$ cat src/rtl/dma_pkg.sv
// Shared types for the DMA descriptor path: descriptor record and scheduler states.
package dma_pkg;

    localparam int DMA_ADDR_W = 32;
    localparam int DMA_LEN_W  = 32;
    localparam int DMA_ESRC_W = 4;   // width of the engine error-source code

    // Default descriptor layout; the scheduler re-derives it from its own parameters.
    typedef struct packed {
        logic [DMA_ADDR_W-1:0] src;
        logic [DMA_ADDR_W-1:0] dst;
        logic [DMA_LEN_W-1:0]  len;
        logic                  last;
    } desc_t;

    typedef enum logic [2:0] {
        IDLE,
        ISSUE,
        WAIT,
        FLUSH,
        IRQ
    } sched_state_e;

endpackage

$ cat src/rtl/dma_desc_fifo.sv
// Synchronous descriptor FIFO with push/pop/flush and occupancy count.
// Head entry is presented combinationally on rdata; pointers wrap modulo DEPTH.
module dma_desc_fifo
    import dma_pkg::*;
#(
    parameter int  DEPTH = 8,
    parameter type T     = desc_t
) (
    input  logic                     clk,
    input  logic                     rstn,
    input  logic                     push,
    input  logic                     pop,
    input  logic                     flush,
    input  T                         wdata,
    output T                         rdata,
    output logic [$clog2(DEPTH):0]   count,
    output logic                     full
);

    localparam int AW = $clog2(DEPTH);

    T               mem [DEPTH];
    logic [AW-1:0]  wr_ptr;
    logic [AW-1:0]  rd_ptr;

    assign rdata = mem[rd_ptr];
    assign full  = (count == (AW+1)'(DEPTH));

    // Storage array; contents are don't-care until written, so no reset.
    always_ff @(posedge clk) begin
        if (push) mem[wr_ptr] <= wdata;
    end

    // Pointer and occupancy tracking; flush drops everything queued.
    always_ff @(posedge clk or negedge rstn) begin
        if (!rstn) begin
            wr_ptr <= '0;
            rd_ptr <= '0;
            count  <= '0;
        end else if (flush) begin
            wr_ptr <= '0;
            rd_ptr <= '0;
            count  <= '0;
        end else begin
            if (push) wr_ptr <= wr_ptr + 1'b1;
            if (pop)  rd_ptr <= rd_ptr + 1'b1;
            unique case ({push, pop})
                2'b10:   count <= count + 1'b1;
                2'b01:   count <= count - 1'b1;
                default: count <= count;
            endcase
        end
    end

endmodule

$ cat src/rtl/dma_desc_sched.sv
// Descriptor scheduler: queues CSR-pushed descriptors, issues them one at a time
// to the transfer engine, counts completions and raises one irq per chain end or error.
module dma_desc_sched
    import dma_pkg::*;
#(
    parameter int DEPTH  = 8,
    parameter int ADDR_W = DMA_ADDR_W,
    parameter int LEN_W  = DMA_LEN_W,
    parameter int ESRC_W = DMA_ESRC_W,
    parameter int CNT_W  = 16
) (
    input  logic                     clk,
    input  logic                     rstn,
    input  logic                     push_valid_i,
    output logic                     push_ready_o,
    input  logic [ADDR_W-1:0]        push_src_i,
    input  logic [ADDR_W-1:0]        push_dst_i,
    input  logic [LEN_W-1:0]         push_len_i,
    input  logic                     push_last_i,
    output logic                     eng_valid_o,
    input  logic                     eng_ready_i,
    output logic [ADDR_W-1:0]        eng_src_o,
    output logic [ADDR_W-1:0]        eng_dst_o,
    output logic [LEN_W-1:0]         eng_len_o,
    input  logic                     eng_done_i,
    input  logic                     eng_error_i,
    input  logic [ADDR_W-1:0]        eng_err_addr_i,
    input  logic [ESRC_W-1:0]        eng_err_src_i,
    output logic                     irq_o,
    input  logic                     irq_clr_i,
    output logic                     busy_o,
    output logic [$clog2(DEPTH):0]   fifo_count_o,
    output logic                     stat_error_o,
    output logic [ADDR_W-1:0]        err_addr_o,
    output logic [ESRC_W-1:0]        err_src_o,
    output logic [CNT_W-1:0]         blk_cnt_o
);

    typedef struct packed {
        logic [ADDR_W-1:0] src;
        logic [ADDR_W-1:0] dst;
        logic [LEN_W-1:0]  len;
        logic              last;
    } sdesc_t;

    sched_state_e             state;
    sdesc_t                   head;
    sdesc_t                   wdesc;
    logic [$clog2(DEPTH):0]   count;
    logic                     full;
    logic                     push;
    logic                     pop;
    logic                     has_desc;
    logic                     head_zero;
    logic                     last_q;

    assign wdesc.src  = push_src_i;
    assign wdesc.dst  = push_dst_i;
    assign wdesc.len  = push_len_i;
    assign wdesc.last = push_last_i;

    assign has_desc  = (count != '0);
    assign head_zero = (head.len == '0);

    // Queue stays closed during the flush cycle so nothing lands in a FIFO being cleared.
    assign push_ready_o = !full && (state != FLUSH);
    assign push         = push_valid_i && push_ready_o;
    // Zero-length descriptors retire straight from the head without involving the engine.
    assign pop          = ((state == ISSUE) && eng_ready_i) ||
                          ((state == IDLE) && has_desc && head_zero);

    assign eng_valid_o  = (state == ISSUE);
    assign eng_src_o    = eng_valid_o ? head.src : '0;
    assign eng_dst_o    = eng_valid_o ? head.dst : '0;
    assign eng_len_o    = eng_valid_o ? head.len : '0;
    assign irq_o        = (state == IRQ);
    assign busy_o       = (state inside {ISSUE, WAIT, FLUSH}) || has_desc;
    assign fifo_count_o = count;

    dma_desc_fifo #(
        .DEPTH (DEPTH),
        .T     (sdesc_t)
    ) u_fifo (
        .clk   (clk),
        .rstn  (rstn),
        .push  (push),
        .pop   (pop),
        .flush (state == FLUSH),
        .wdata (wdesc),
        .rdata (head),
        .count (count),
        .full  (full)
    );

    // Scheduler FSM with completion counter and error capture.
    always_ff @(posedge clk or negedge rstn) begin
        if (!rstn) begin
            state        <= IDLE;
            last_q       <= 1'b0;
            blk_cnt_o    <= '0;
            stat_error_o <= 1'b0;
            err_addr_o   <= '0;
            err_src_o    <= '0;
        end else begin
            unique case (state)
                IDLE: begin
                    if (has_desc) begin
                        if (!head_zero) begin
                            state <= ISSUE;
                        end else begin
                            if (blk_cnt_o != '1) blk_cnt_o <= blk_cnt_o + 1'b1;
                            if (head.last) begin
                                stat_error_o <= 1'b0;
                                state        <= IRQ;
                            end
                        end
                    end
                end
                ISSUE: begin
                    if (eng_ready_i) begin
                        last_q <= head.last;
                        state  <= WAIT;
                    end
                end
                WAIT: begin
                    if (eng_done_i) begin
                        if (eng_error_i) begin
                            err_addr_o   <= eng_err_addr_i;
                            err_src_o    <= eng_err_src_i;
                            stat_error_o <= 1'b1;
                            state        <= FLUSH;
                        end else begin
                            if (blk_cnt_o != '1) blk_cnt_o <= blk_cnt_o + 1'b1;
                            if (last_q) begin
                                stat_error_o <= 1'b0;
                                state        <= IRQ;
                            end else begin
                                state <= IDLE;
                            end
                        end
                    end
                end
                FLUSH: state <= IRQ;
                IRQ: begin
                    if (irq_clr_i) begin
                        blk_cnt_o <= '0;
                        state     <= IDLE;
                    end
                end
                default: state <= IDLE;
            endcase
        end
    end

endmodule

$ cat config.mk
export PLATFORM = sky130hd
export DESIGN_NAME = dma_desc_sched
export DESIGN_NICKNAME = d
export VERILOG_FILES = /design/src/rtl/dma_pkg.sv /design/src/rtl/dma_desc_fifo.sv /design/src/rtl/dma_desc_sched.sv
export SDC_FILE = /design/constraint.sdc
export NUM_CORES = 1
export LEC_CHECK = 0
export BUFFER_PORTS_ARGS = -buffer_cell sky130_fd_sc_hd__buf_4
export CORE_MARGIN = 5
export CORE_UTILIZATION = 35
export DETAILED_ROUTE_END_ITERATION = 16
export PLACE_DENSITY = 0.53
export SYNTH_ARGS = -nofsm -noshare
export SYNTH_HDL_FRONTEND = slang
export SYNTH_SLANG_ARGS = --single-unit
$ cat constraint.sdc
create_clock -name clk -period 12.9 [get_ports clk]
set_input_delay 0.645 -clock clk [delete_from_list [all_inputs] [get_ports clk]]
set_output_delay 0.645 -clock clk [all_outputs]
set_load 0.05 [all_outputs]
After elaboration in Yosys (flattened, before gate mapping):

Memory sizes are Yosys's and may differ from the RTL's.
Cells that the tools add are included.

* output and inout bits: 157
* RAM bits: 776
* memories kept: 1
* bits in registers: 67
* input bits: 140
* word-level logic and storage cells: 89

Memories
* u_fifo.mem: depth 8, width 97, rd ports 1, clocked after memory_dff 0, wr ports 1, line dma_desc_fifo.sv:22 `T mem [DEPTH];`

* muxes and demuxes: 34
* reduce and logical (&&, ||, !) cells: 22
* equal/unequal tests: 18
* $add $sub $neg: 5

Operators with widths (number)
* $mux 16: 6
* $mux 32: 3
* $pmux 16 s3: 1
* $mux 3: 12
* $logic_not 32->1: 1
* $add 16x1->16 const B: 1
* $ne 16x16->1 const B: 1
* $pmux 3 s5: 1
* $reduce_and 6->1: 2
* $ne 2x2->1 const B: 5
* $reduce_bool 3->1: 3
* $mux 1: 8
* $pmux 4 s2: 1
* $add 3x1->3 const B: 2
* $eq 3x2->1 const B: 2
* $ne 3x3->1 const B: 2
* $reduce_bool 2->1: 3
* $logic_and 1x1->1: 5
* $reduce_and 5->1: 1
* $add 4x1->4 const B: 1
* $eq 4x4->1 const B: 1
* $mux 4: 1
* $ne 2x1->1 const B: 2
* $reduce_bool 4->1: 1
* 12 further kinds: 13

Logic depth before layout (Yosys ltp):

* depth after elaboration: 7
* mapped depth: 19

Hierarchy:

From an unflattened synthesis, not the netlist that was laid out.

* cell total of the unflattened synthesis: 1545
* area, all modules: 33188.1 µm²

Modules (own cells, without submodules)
* dma_desc_fifo: area each 29764.8 µm², times used 1, cells each 1197, sequential area each 23552.6 µm²
* dma_desc_sched: area each 3423.3 µm², times used 1, cells each 348, sequential area each 1426.4 µm²

Worst setup path before layout:

No wires, ideal clock.

* kind: reg2reg
* start point: reg state[0]
* end point: mem u_fifo.mem[0][0] (netlist name) (enable)
* setup time: 0.671 ns
* setup slack: 3.506 ns
* period minus slack after synthesis: 9.394 ns
* arrival: 8.723 ns
* buffers on the path: 1
* stages on the path, launching flop included: 8
* cell sequence: dfrtp_1 > nor2b_1 > and2_1 > clkbuf_1 > a21oi_1 > and2_1 > nand2b_1 > nor3_1

* cells in the longest elaborated chain, start to end: 5

RTL lines
* start: declaration: line dma_desc_sched.sv:46 `sched_state_e state;`
* start signal: assignment: line dma_desc_sched.sv:98 `state <= IDLE;`
* start signal: assignment: line dma_desc_sched.sv:109 `state <= ISSUE;`
* start signal: assignment: line dma_desc_sched.sv:114 `state <= IRQ;`
* $ne 3x2->1: line dma_desc_sched.sv:66 `assign push_ready_o = !full && (state != FLUSH);`
* $logic_and 1x1->1: line dma_desc_sched.sv:66
* named net push_ready_o: line dma_desc_sched.sv:15 `output logic push_ready_o,`
* $logic_and 1x1->1: line dma_desc_sched.sv:67 `assign push = push_valid_i && push_ready_o;`
* $mux 1: line dma_desc_fifo.sv:31 `if (push) mem[wr_ptr] <= wdata;`
* $mux 1 (implied by the code): line dma_desc_fifo.sv:31
* end: declaration: line dma_desc_fifo.sv:22

The timed path passes the listed nets, and every way through them passes these cells.

Worst setup path in the final report:

* start point: reg u_fifo.rd_ptr[1]
* end point: reg u_fifo.count[3]

* cells in the longest elaborated chain, start to end: 7
* elaborated cells on any way between the ends: 9
* classes of those cells: eq/ne: 2; mux: 2; reduce/logical: 4; memory: 1

RTL lines
* start: declaration: line dma_desc_fifo.sv:24 `logic [AW-1:0] rd_ptr;`
* start signal: assignment: line dma_desc_fifo.sv:46 `if (pop) rd_ptr <= rd_ptr + 1'b1;`
* $mem_v2 8x97 (*)
* $logic_not 32->1 (*): line dma_desc_sched.sv:63 `assign head_zero = (head.len == '0);`
* $logic_and 1x1->1 (*): line dma_desc_sched.sv:70 `((state == IDLE) && has_desc && head_zero);`
* $logic_or 1x1->1 (*): line dma_desc_sched.sv:69 `assign pop = ((state == ISSUE) && eng_ready_i) ||`
* $eq 2x1->1 / $eq 2x2->1 (equally long branches): line dma_desc_fifo.sv:47 `unique case ({push, pop})`
* $pmux 4 s2: line dma_desc_fifo.sv:47
* $mux 4: line dma_desc_fifo.sv:40 `end else if (flush) begin`
* end signal: assignment: line dma_desc_fifo.sv:48 `2'b10: count <= count + 1'b1;`
* end signal: assignment: line dma_desc_fifo.sv:49 `2'b01: count <= count - 1'b1;`
* end signal: assignment: line dma_desc_fifo.sv:50 `default: count <= count;`
* end: declaration: line dma_desc_fifo.sv:16 `output logic [$clog2(DEPTH):0] count,`

Every way passes the cells marked *; elsewhere a longest branch is shown, timed or not.
A chain may end at the register's enable or synchronous reset.

==> results.cfg <==
[clock_tree]
cts_buffer_depth = 3
clock-root-buffer = clkbuf_16
numCtsBuffers = 93
post_cts_resized = 0
clkSinkCount = 843
clkTransAtPathRegs_ps = 60
h-tree-depth = 3
post_cts_buffers = 0
clk_latency_ps = 640
cts_tree = built
cts_hold_buffers = 0

[yosys]
ys_warn_count = 0
synthSimpleGateAreaFrac = 0.03182
netlist_area_um2 = 32790
synth-seq-cells = 843
ys_seq_area_frac = 0.7618
synth_compound_area_frac = 0.01950
synthXorXnorAreaFrac = 0.001068
synth_flop_cell = edfxtp_1
synth_top_family_by_area = multiplexers
synth_edf_count = 776
synth_cell_types = 54
avgSynthCellArea_um2 = 20.53
synthArstFlopShare = 0.07948
synthMuxAreaShare = 0.1704
synth_fp_nets = 1744
syn_inst = 1597
synthAdderAreaFrac = 0.002900

[timing]
period_needed_ps = 5651
rsz0062_at_grt = false
fin_crit_sh = 0.4380
finalHoldViolations = 0
skew_ps = 22.69
maxSlewHeadroom = 0.2266
tns_ps = 0
worst_pin_slew_ps = 1152
setup_viol = 0
clock.fmax_mhz = 177.0
drv_slew = 0
final.setup.worst_slack_ps = 7249

[critical_path]
path_class = reg -> reg
end_kind = register
worstPathArrival_ps = 6200
r2r.worst_path.cells = 15
r2r-end = u_fifo.count[3]
cp_slowest_stage_delay_ps = 770
critPathSlowestCell = dfrtp_4
worstPathCellList = buf_4 > buf_4 > inv_1 > o21ai_0 > nand4_1 > nor3_2 > nand3_1 > nand2_1 > ha_1 > ha_1 > a21o_1 > a21oi_1 > xor2_1 > or3_1 > a21oi_1
required_ps = 13450
reg2reg_from = u_fifo.rd_ptr[1]
r2r_setup_slack_ps = 7250
crit_fanout = 50
startpoint_type = register

[place]
dp_hpwl_um = 43250
dp_slack_ps = 7153
port_buffers = 296
place_congestion = 0.7704

[power]
power.total_w = 0.008528
intPower_w = 0.005712
p_seq_frac = 0.419
power_switching_w = 0.002816
peakVddDrop_mv = 0.1367
power.share.combinational = 0.279
switching_share = 0.3302
clockPowerShare = 0.302
power_density_nw_per_um2 = 215.7
p_leak_nw = 13.11

[route]
routed_via_density = 5.021
drc = 0
via_count = 16430
wl_um = 77990
drtIter0Drc = 1310
postRouteAntennaNets = 0
routedWlPerCell_um = 23.83
drt_first_pass_iters = 5

[floorplan]
die_area_um2 = 99910
start_util = 0.3519
die_w_um = 316.1
top_level_ports = 297
core_area_um2 = 93190
die_h_um = 316.1
rows = 112

[grt]
grt_overflow = 0
grt_pass1_vias = 17370
antenna_found_initial = 10
grt_start_max_net_pins = 98
track_usage = 0.1532
grt_pass1_wl_um = 114400

[min_path]
hold_class = in -> async

[cells_and_area]
drive_gt1_frac = 0.3441
area_growth_pct = 20.59
fin_nets = 2083

[status]
run_status = finished clean

[job]
maxCapViolCount = 0
-- power by group through the flow --
stage	Clock [W]	Sequential (W)	Combinational, W
final	0.00258	0.00357	0.00238
after global routing	0.00278	0.00360	0.00254
after CTS	0.00267	0.00357	0.00243
after detailed placement	0	0.00363	0.00243
after global placement	0	0.00361	0.00241
after floorplan	0	0.00386	0.00139
-- stage by stage --
stage,utilization,cell area (um^2),std cells,hold slack [ps]
2_1_floorplan,-,32790,1597,349.4
3_3_place_gp,0.3920,36530,3095,488.3
3_5_place_dp,0.3920,36530,3095,493.7
4_1_cts,0.4241,39520,3265,105.8
5_1_grt,0.4241,39520,3265,173.4
6_report,0.4243,39540,3273,131.6
-- worst max path at each step --
stage                           startpoint                to  slack [ps]  cells past startpoint
after floorplan                   state[0]  u_fifo.mem[0][0]        3510                      7
after global placement    u_fifo.rd_ptr[0]   u_fifo.count[3]        7160                     15
after detailed placement  u_fifo.rd_ptr[0]   u_fifo.count[3]        7150                     15
after CTS                 u_fifo.rd_ptr[0]   u_fifo.count[3]        7140                     15
after global routing      u_fifo.rd_ptr[0]   u_fifo.count[3]        6800                     15
final                     u_fifo.rd_ptr[1]   u_fifo.count[3]        7250                     15
-- placed cells by master, fill, tap and decap left out, types with 14 or more instances in the layout --
master       n
edfxtp_1   776
clkbuf_16   96
mux2_2      38
clkinv_2    22
o21ai_0     23
dfrtp_1     64
mux2i_1    115
a2bb2oi_1   14
a22oi_1     20
buf_4      325
mux4_2     178
clkbuf_1    18
nand2_1     31
nor2_1     106
clkinv_1    19
and3_1      14
-- kinds of logic after synthesis --
family          Yosys count
compound gates           94
simple gates            224
fa+ha+maj                 7
flops                   843
xor+xnor                  4
mux                     331
buf+inv                  94
-- flip-flops by register name, summed over array words and instances, names as in the netlist --
name,flops
u_fifo.mem,776
err_addr_o,32
blk_cnt_o,16
err_src_o,4
u_fifo.count,4
state,3
u_fifo.rd_ptr,3
u_fifo.wr_ptr,3
last_q,1
stat_error_o,1
-- per-layer routing --
layer,part of all wire,GRT usage,up-vias
met3,0.072,0.04170,106
met2,0.48,0.2475,468
met1,0.44,0.2105,8650
li1,-,-,7206
met5,0.00051,0,-
met4,0.017,0.03324,4
-- worst max-delay path: cells and delay by family (launching register included) --
kind / cells / cell delay [ps]
AOI/OAI and AO/OA: 4 / 830
DFF: 1 / 770
xor gates and xnor gates: 1 / 100
and+or+nand+nor: 5 / 1500
adders and majority gates: 2 / 530
buffers and inverters: 3 / 1680
-- cell usage after synthesis (all sizes together), types with 10 or more instances --
cell type | number | area share
a21oi | 12 | 0.0019
a22oi | 20 | 0.0046
a2bb2oi | 14 | 0.0037
and3 | 14 | 0.0027
buf | 41 | 0.0064
clkbuf | 41 | 0.0047
dfrtp | 67 | 0.051
edfxtp | 776 | 0.71
inv | 11 | 0.0013
mux2 | 38 | 0.013
mux2i | 115 | 0.035
mux4 | 178 | 0.12
nand2 | 32 | 0.0037
nand2b | 13 | 0.0025
nand4 | 10 | 0.0019
nor2 | 112 | 0.013
nor3 | 13 | 0.0025
o21ai | 24 | 0.0037
-- layout make-up --
type,count,area [um^2]
timing repair buffer,326,2460
antenna,8,20.02
tap,1254,1569
fill,8227,53650
sequential,843,24990
clock buffer,116,2497
inverter,12,45.04
clock inverter,54,498.0
multi-input combinational,660,7463
(Power assumes the default switching activity.)
